<file path="config.mk">
export PLATFORM = sky130hd
export DESIGN_NAME = clk_gate_ctrl_flat
export DESIGN_NICKNAME = d
export VERILOG_FILES = /design/src/rtl/clk_gate_ctrl_if.sv /design/src/rtl/clk_gate_ctrl.sv /design/src/flat_wrapper.sv
export SDC_FILE = /design/constraint.sdc
export NUM_CORES = 1
export LEC_CHECK = 0
export CAP_MARGIN = 10
export CORE_AREA = 2 2 62 64
export DETAILED_ROUTE_END_ITERATION = 8
export DIE_AREA = 0 0 64 66
export GPL_TIMING_DRIVEN = 0
export SLEW_MARGIN = 5
export SYNTH_ARGS = -nofsm -noshare
export SYNTH_HDL_FRONTEND = slang
export SYNTH_SLANG_ARGS = --single-unit
</file>
<file path="constraint.sdc">
create_clock -name clk -period 5.2 [get_ports clk]
set_input_delay 1.04 -clock clk [delete_from_list [all_inputs] [get_ports clk]]
set_output_delay 1.04 -clock clk [all_outputs]
set_load 0.02 [all_outputs]
</file>
<file path="src/rtl/clk_gate_ctrl_if.sv">
// Control/status bundle between the gating controller and its user.
// The master side drives the requests; the slave side is the controller.
interface clk_gate_if #(
  parameter int CNT_W = 8
);
  logic             auto_en;
  logic             busy;
  logic             wake;
  logic [CNT_W-1:0] idle_thresh;
  logic             quiesce_ack;
  logic             quiesce_req;
  logic             clk_en;
  logic             clk_ready;
  logic [2:0]       state;

  modport master (
    output auto_en, busy, wake, idle_thresh, quiesce_ack,
    input  quiesce_req, clk_en, clk_ready, state
  );

  modport slave (
    input  auto_en, busy, wake, idle_thresh, quiesce_ack,
    output quiesce_req, clk_en, clk_ready, state
  );
endinterface

</file>
<file path="src/rtl/clk_gate_ctrl.sv">
// Idle-driven clock gating FSM with a quiesce handshake and a timed wake-up;
// every output comes straight from a flop so the ICG enable never glitches.
module clk_gate_ctrl #(
  parameter int CNT_W    = 8,
  parameter int WAKE_DLY = 2
) (
  input  logic        clk,
  input  logic        rst_n,
  clk_gate_if.slave   gif
);

  typedef enum logic [2:0] {
    RUN      = 3'd0,
    IDLE_CNT = 3'd1,
    QUIESCE  = 3'd2,
    OFF      = 3'd3,
    WAKE     = 3'd4
  } state_t;

  localparam logic [3:0] WAKE_LAST = 4'(WAKE_DLY);

  state_t           cur, nxt;
  logic [CNT_W-1:0] idle_cnt, idle_cnt_nxt;
  logic [3:0]       wake_cnt, wake_cnt_nxt;
  logic             en_q, rdy_q, qreq_q;
  logic             en_d, rdy_d, qreq_d;
  logic             idle_ok;
  logic [CNT_W-1:0] thresh_m1;

  assign idle_ok   = gif.auto_en && !gif.busy && !gif.wake && (gif.idle_thresh != '0);
  assign thresh_m1 = gif.idle_thresh - CNT_W'(1);

  always_ff @(posedge clk or negedge rst_n) begin
    if (!rst_n) begin
      cur      <= RUN;
      idle_cnt <= '0;
      wake_cnt <= '0;
      en_q     <= 1'b1;
      rdy_q    <= 1'b1;
      qreq_q   <= 1'b0;
    end else begin
      cur      <= nxt;
      idle_cnt <= idle_cnt_nxt;
      wake_cnt <= wake_cnt_nxt;
      en_q     <= en_d;
      rdy_q    <= rdy_d;
      qreq_q   <= qreq_d;
    end
  end

  always_comb begin
    nxt          = cur;
    idle_cnt_nxt = idle_cnt;
    wake_cnt_nxt = wake_cnt;
    case (cur)
      RUN: begin
        if (idle_ok) begin
          nxt          = IDLE_CNT;
          idle_cnt_nxt = '0;
        end
      end
      IDLE_CNT: begin
        if (!idle_ok) begin
          nxt          = RUN;
          idle_cnt_nxt = '0;
        end else if (idle_cnt == thresh_m1) begin
          nxt          = QUIESCE;
          idle_cnt_nxt = '0;
        end else begin
          idle_cnt_nxt = idle_cnt + CNT_W'(1);
        end
      end
      QUIESCE: begin
        // Activity or a wake request wins over a late ack.
        if (gif.busy || gif.wake || !gif.auto_en) nxt = RUN;
        else if (gif.quiesce_ack)                 nxt = OFF;
      end
      OFF: begin
        if (gif.wake || gif.busy || !gif.auto_en) begin
          nxt          = WAKE;
          wake_cnt_nxt = '0;
        end
      end
      WAKE: begin
        if (wake_cnt == WAKE_LAST) begin
          nxt          = RUN;
          wake_cnt_nxt = '0;
        end else begin
          wake_cnt_nxt = wake_cnt + 4'd1;
        end
      end
      default: begin
        nxt          = RUN;
        idle_cnt_nxt = '0;
        wake_cnt_nxt = '0;
      end
    endcase
  end

  // Decode the upcoming state so the registered outputs track the state flop.
  always_comb begin
    en_d   = 1'b1;
    rdy_d  = 1'b1;
    qreq_d = 1'b0;
    case (nxt)
      RUN:      begin en_d = 1'b1; rdy_d = 1'b1; qreq_d = 1'b0; end
      IDLE_CNT: begin en_d = 1'b1; rdy_d = 1'b1; qreq_d = 1'b0; end
      QUIESCE:  begin en_d = 1'b1; rdy_d = 1'b0; qreq_d = 1'b1; end
      OFF:      begin en_d = 1'b0; rdy_d = 1'b0; qreq_d = 1'b0; end
      WAKE:     begin en_d = 1'b1; rdy_d = 1'b0; qreq_d = 1'b0; end
      default:  begin en_d = 1'b1; rdy_d = 1'b1; qreq_d = 1'b0; end
    endcase
  end

  assign gif.clk_en      = en_q;
  assign gif.clk_ready   = rdy_q;
  assign gif.quiesce_req = qreq_q;
  assign gif.state       = cur;

endmodule

</file>
<file path="src/flat_wrapper.sv">
// flat-port wrapper written by rule: the top's interface ports become plain ports
module clk_gate_ctrl_flat 
#(
  parameter int CNT_W    = 8,
  parameter int WAKE_DLY = 2
)
  (clk, rst_n, gif_auto_en, gif_busy, gif_wake, gif_idle_thresh, gif_quiesce_ack, gif_quiesce_req, gif_clk_en, gif_clk_ready, gif_state);
  clk_gate_if #(.CNT_W(CNT_W)) gif_i ();
  input  logic clk;
  input  logic rst_n;
  input wire logic [$bits(gif_i.auto_en)-1:0] gif_auto_en;
  input wire logic [$bits(gif_i.busy)-1:0] gif_busy;
  input wire logic [$bits(gif_i.wake)-1:0] gif_wake;
  input wire logic [$bits(gif_i.idle_thresh)-1:0] gif_idle_thresh;
  input wire logic [$bits(gif_i.quiesce_ack)-1:0] gif_quiesce_ack;
  output wire logic [$bits(gif_i.quiesce_req)-1:0] gif_quiesce_req;
  output wire logic [$bits(gif_i.clk_en)-1:0] gif_clk_en;
  output wire logic [$bits(gif_i.clk_ready)-1:0] gif_clk_ready;
  output wire logic [$bits(gif_i.state)-1:0] gif_state;
  assign gif_i.auto_en = gif_auto_en;
  assign gif_i.busy = gif_busy;
  assign gif_i.wake = gif_wake;
  assign gif_i.idle_thresh = gif_idle_thresh;
  assign gif_i.quiesce_ack = gif_quiesce_ack;
  assign gif_quiesce_req = gif_i.quiesce_req;
  assign gif_clk_en = gif_i.clk_en;
  assign gif_clk_ready = gif_i.clk_ready;
  assign gif_state = gif_i.state;
  clk_gate_ctrl #(.CNT_W(CNT_W), .WAKE_DLY(WAKE_DLY)) u_core (.clk(clk), .rst_n(rst_n), .gif(gif_i));
endmodule
</file>
==> results of run 1 <==
per-layer routing:
layer | GRT usage [%] | vias up
met5 | 0 | -
met4 | 5.71 | 0
met3 | 1.53 | 4
met2 | 24.0 | 27
met1 | 16.9 | 506
li1 | - | 526
power by group:
part           leakage, nW  internal (mW)  switching, mW  total (mW)
Combinational        0.342         0.0322         0.0336      0.0658
Clock               0.0150         0.0298         0.0419      0.0717
Sequential           0.240          0.154         0.0162       0.171
area by class of cell:
| type | count | area [um2] | area share [%] |
|---|---|---|---|
| multi-input combinational | 108 | 743 | 49.1 |
| buffer | 2 | 16.3 | 1.07 |
| inverter | 7 | 26.3 | 1.73 |
| tap | 48 | 60.1 | 3.96 |
| clock buffer | 4 | 26.3 | 1.73 |
| sequential | 18 | 453 | 29.9 |
| timing repair buffer | 19 | 190 | 12.6 |
flip-flops by register name, summed over array words and instances (netlist names):
name	count
u_core.idle_cnt	8
u_core.wake_cnt	4
u_core.gif.state	3
u_core.gif.clk_en	1
u_core.gif.clk_ready	1
u_core.gif.quiesce_req	1
worst max-delay path by stage:
stage                       start                      to  cells after the start
2_1_floorplan  gif_idle_thresh[0]      u_core.idle_cnt[1]                      7
3_3_place_gp   gif_idle_thresh[0]  u_core.gif.quiesce_req                      9
3_5_place_dp   gif_idle_thresh[0]      u_core.idle_cnt[4]                      9
4_1_cts        gif_idle_thresh[0]      u_core.idle_cnt[4]                      9
5_1_grt        gif_idle_thresh[0]      u_core.idle_cnt[3]                      9
6_report       gif_idle_thresh[0]      u_core.idle_cnt[4]                      9
stage by stage:
step	area, um2	power [mW]	cells	hold WS [ps]
finish	1520	0.308	206	560
global route	1520	0.334	206	589
CTS	1520	0.314	206	561
detailed placement	1490	0.240	202	542
global placement	1490	0.236	202	514
floorplan	1240	0.213	135	495
cell families after synthesis:
| logic type | Yosys count | share of synthesized area [%] |
|---|---|---|
| AOI/OAI and AO/OA | 28 | 17.2 |
| xor gates and xnor gates | 10 | 7.07 |
| adders and majority gates | 5 | 5.05 |
| buffers and inverters | 9 | 3.43 |
| DFF | 18 | 36.6 |
| muxes | 2 | 1.62 |
| and+or+nand+nor | 63 | 29.1 |
layout by cell type, fill, tap and decap left out, drive strengths merged, types with 4 or more instances in the layout:
master         Yosys  layout
nand2             16      16
nor2              12      12
o21ai             11      11
nand2b             5       5
a31oi              6       6
clkdlybuf4s50      0      19
xnor2              9       9
dfrtp             16      16
nor3               4       4
clkbuf             0       4
nand3              7       7
ha                 5       5
inv                7       7
==> results.cfg, run 1 <==
[floorplanning]
initial_core_util_pct = 34.9
rows = 22
die_x_um = 64
coreArea_um2 = 3550
die_h_um = 66
dieArea_um2 = 4220
pin_count = 20

[detailed_routing]
drc_errors = 0
routed-wl-met2_um = 1200
top_layer_used = met4
drt_iter0_drc = 30
viasPerCell = 5.16
wire_per_inst_um = 12.4
ant_nets = 0
via_count = 1063
wl_met1_um = 1200
firstDrtPassIters = 4
met3_length_um = 103
routed_wl_um = 2550

[clock_network]
cts_root_buf = clkbuf_4
cts_sinks = 18
clockBufferDepth = 2
cts_setup_buffers = 0
hold_buffers = 0
cts.repair.resized = 0
numCtsBuffers = 3
cts_max_level = 1
clk_pin_slew_ps = 100
clk_latency_ps = 290
cts_tree = built

[timing]
max_slew.worst_pin.slew_ps = 801
min_period_ps = 3130
report.final.slew_viol_count = 0
skew_ps = 1.37
post-route-period-util_pct = 60.1
rsz0062_at_grt = no
setup_tns_ps = 0
setup_slack_ps = 2070
slew-limit-headroom_pct = 46.4
fmax_mhz = 320
finalSetupViolations = 0
hold_viol = 0

[setup_path]
arrival_ps = 3300
r2r_start = u_core.idle_cnt[6]
critPathMaxStageDelay_ps = 580
reg2reg_setup_slack_ps = 3240
crit_chain = clkdlybuf4s50_1, inv_1, ha_1, nor2b_1, or3_1, a31oi_1, o211ai_4, a31oi_1, mux2i_1
critPathSlowestCell = clkdlybuf4s50_1
path_delay_family = compound AO/OA/AOI/OAI gates
critical_path.endpoint_type = flop
critPathBufInv = 2
cp.required_ps = 5380
cp_max_fo = 10
reg2regPathDepth = 7
start_kind = input port
crit_top_cell = a31oi_1
r2r-end = u_core.gif.quiesce_req
criticalPathCategory = input port to flop

[logic_synthesis]
synth.most_common_cell = dfrtp_1
ys_ff_latch = 18
ys_seq_area_share_pct = 36.6
ys_types = 41
async_flop_share_pct = 100
synth_top_area_share_pct = 32.3
ys_top_cells_by_area = dfrtp_1 32%, xnor2_1 6.4%, ha_1 5.1%
synthTopCellsByCount = 16 x dfrtp_1, 15 x nand2_1, 12 x nor2_1
synth_flop_cell = dfrtp_1
syn-cell-area_um2 = 1240
syn_nets = 154
synth_top_cell_by_area = dfrtp_1
synth_edf_count = 0
synthCells = 135
syn_avg_cell_area_um2 = 9.18
yosys_warnings = 0

[global_route]
grt_usage_pct = 13.6
antenna_found_initial = 0
first_global_vias = 1078
grt_pass1_wl_um = 4560
grt_remaining_overflow = 0
grt_max_degree = 19

[final_layout]
nets = 178
n_antenna_cell = 0
drive_gt1_share_pct = 13.3
fin_util_pct = 42.7
final.fill_count = 361
area_growth_pct = 22.3

[placed_design]
hpwl_um = 1960
portBuffers = 19
gp_congestion = 0.778
pre_cts_slack_ps = 1750

[power]
power_density_nw_per_um2 = 203
ir_drop_v = 0.000135
p_leak_nw = 0.597

[hold_path]
hold_path_startpoint = u_core.idle_cnt[4]
hp-class = flop to flop
whs_path_depth = 1
hold_path_end = u_core.idle_cnt[4]

[job]
cap_violations = 0

[outcome]
status = finished, final reports clean
Power figures use the tool's default switching activity.
==> run 2, diff against run 1 <==
==> constraint.sdc (replaced) <==
create_clock -name clk -period 2.7 [get_ports clk]
set_input_delay 0.54 -clock clk [delete_from_list [all_inputs] [get_ports clk]]
set_output_delay 0.54 -clock clk [all_outputs]
set_load 0.02 [all_outputs]
==> results.cfg, run 2 (same netlist as run 1, synthesis figures left out) <==
[global_route]
grt_usage_pct = 13.6
first_global_vias = 1078
antenna_found_initial = 0
grt_remaining_overflow = 0
grt_pass1_wl_um = 4560
grt_max_degree = 19

[floorplanning]
dieArea_um2 = 4220
coreArea_um2 = 3550
pin_count = 20
initial_core_util_pct = 34.9
rows = 22
die_h_um = 66
die_x_um = 64

[clock_network]
cts_tree = built
clk_pin_slew_ps = 100
numCtsBuffers = 3
hold_buffers = 0
cts_root_buf = clkbuf_4
cts_max_level = 1
cts_sinks = 18
cts_setup_buffers = 0
clockBufferDepth = 2
clk_latency_ps = 290

[final_layout]
layout_commonest_cell = clkdlybuf4s50_1
top_register = u_core.idle_cnt
area_growth_pct = 23.5
drive_gt1_share_pct = 14.6
n_antenna_cell = 0
largest_reg_flops = 8
final.fill_count = 360
final_cell_mix = 18 x clkdlybuf4s50_1, 16 x dfrtp_1, 15 x nand2_1, 12 x nor2_1
nets = 178

[setup_path]
arrival_ps = 2700
start_kind = input port
critical_path.endpoint_type = flop
cp.required_ps = 2930
cp_max_fo = 10
criticalPathCategory = input port to flop

[detailed_routing]
drc_errors = 0
ant_nets = 0
viasPerCell = 5.13
via_count = 1056
routed_wl_um = 2540
wire_per_inst_um = 12.3
drt_iter0_drc = 41
firstDrtPassIters = 4

[timing]
whs_ps = 559
finalSetupViolations = 0
rsz0062_at_grt = no
min_period_ps = 2470
max_slew.worst_pin.slew_ps = 797
skew_ps = 3.28
fmax_mhz = 405
setup_slack_ps = 228
slew-limit-headroom_pct = 46.7
report.final.slew_viol_count = 0
hold_viol = 0
post-route-period-util_pct = 91.5

[power]
p_leak_nw = 0.607
power_density_nw_per_um2 = 388
ir_drop_v = 0.000257

[placed_design]
gp_congestion = 0.778
pre_cts_slack_ps = -255
hpwl_um = 1960
portBuffers = 19

[outcome]
status = finished, final reports clean

[job]
cap_violations = 0

[hold_path]
hp-class = flop to flop
run 2: changes by cell type in the layout (fill, tap and decap cells not counted):
cell / change
a31oi_1: -2
a31oi_2: +2
clkdlybuf4s50_1: -1
dlymetal6s2s_1: +1
run 2: worst paths after layout:
path | startpoint | endpoint | slack, ps | cells after the start
max | gif_idle_thresh[1] | u_core.gif.quiesce_req | 230 | 9
min | u_core.idle_cnt[4] | u_core.idle_cnt[4] | 560 | 1
max reg2reg | u_core.idle_cnt[6] | u_core.gif.quiesce_req | 730 | 7
min reg2reg | u_core.idle_cnt[4] | u_core.idle_cnt[4] | 560 | 1
max in group asynchronous | rst_n | u_core.idle_cnt[4] | 1500 | 1
min in group asynchronous | rst_n | u_core.wake_cnt[0] | 700 | 1
run 2: final cells by class:
cell class / instances / area, um2 / share of cell area, %
Tap cell: 48 / 60.1 / 3.92
Inverter: 7 / 26.3 / 1.72
Buffer: 2 / 16.3 / 1.06
Clock buffer: 4 / 26.3 / 1.72
Multi-Input combinational cell: 108 / 756 / 49.4
Sequential cell: 18 / 453 / 29.6
Timing Repair Buffer: 19 / 193 / 12.6
run 2: worst max-delay path: stages:
cell             delay [ps]
clkdlybuf4s50_1         530
inv_1                    80
ha_1                    220
nor2b_1                 170
or3_1                   370
a31oi_2                 230
o211ai_4                180
o22ai_2                 180
and3_1                  180
run 2: per-layer routing:
layer / vias up / global-route usage (%) / wire, um
li1: 526 / - / -
met5: - / 0 / 0
met2: 23 / 24.0 / 1190
met1: 503 / 16.9 / 1210
met4: 0 / 5.71 / 44
met3: 4 / 1.53 / 102
run 2: per-stage QoR:
stage / cell area [um2] / std cells / power (mW) / util [%] / setup TNS [ps]
after floorplan: 1240 / 135 / 0.410 / - / 0
after global placement: 1490 / 202 / 0.455 / 41.9 / -1560
after detailed placement: 1490 / 202 / 0.462 / 41.9 / -2130
after CTS: 1520 / 206 / 0.604 / 42.7 / 0
after global routing: 1530 / 206 / 0.644 / 43.1 / 0
final: 1530 / 206 / 0.594 / 43.1 / 0
run 2: power by group:
part | leakage (nW) | internal (mW) | total, mW | switching (mW)
Combinational | 0.352 | 0.0627 | 0.128 | 0.0652
Clock | 0.0150 | 0.0574 | 0.137 | 0.0797
Sequential | 0.240 | 0.297 | 0.329 | 0.0313
run 2: repair_timing:
item                       in CTS  in global routing
gates resized for setup         0                  3
setup endpoints to repair       0                  5
hold endpoints to repair        0                  0
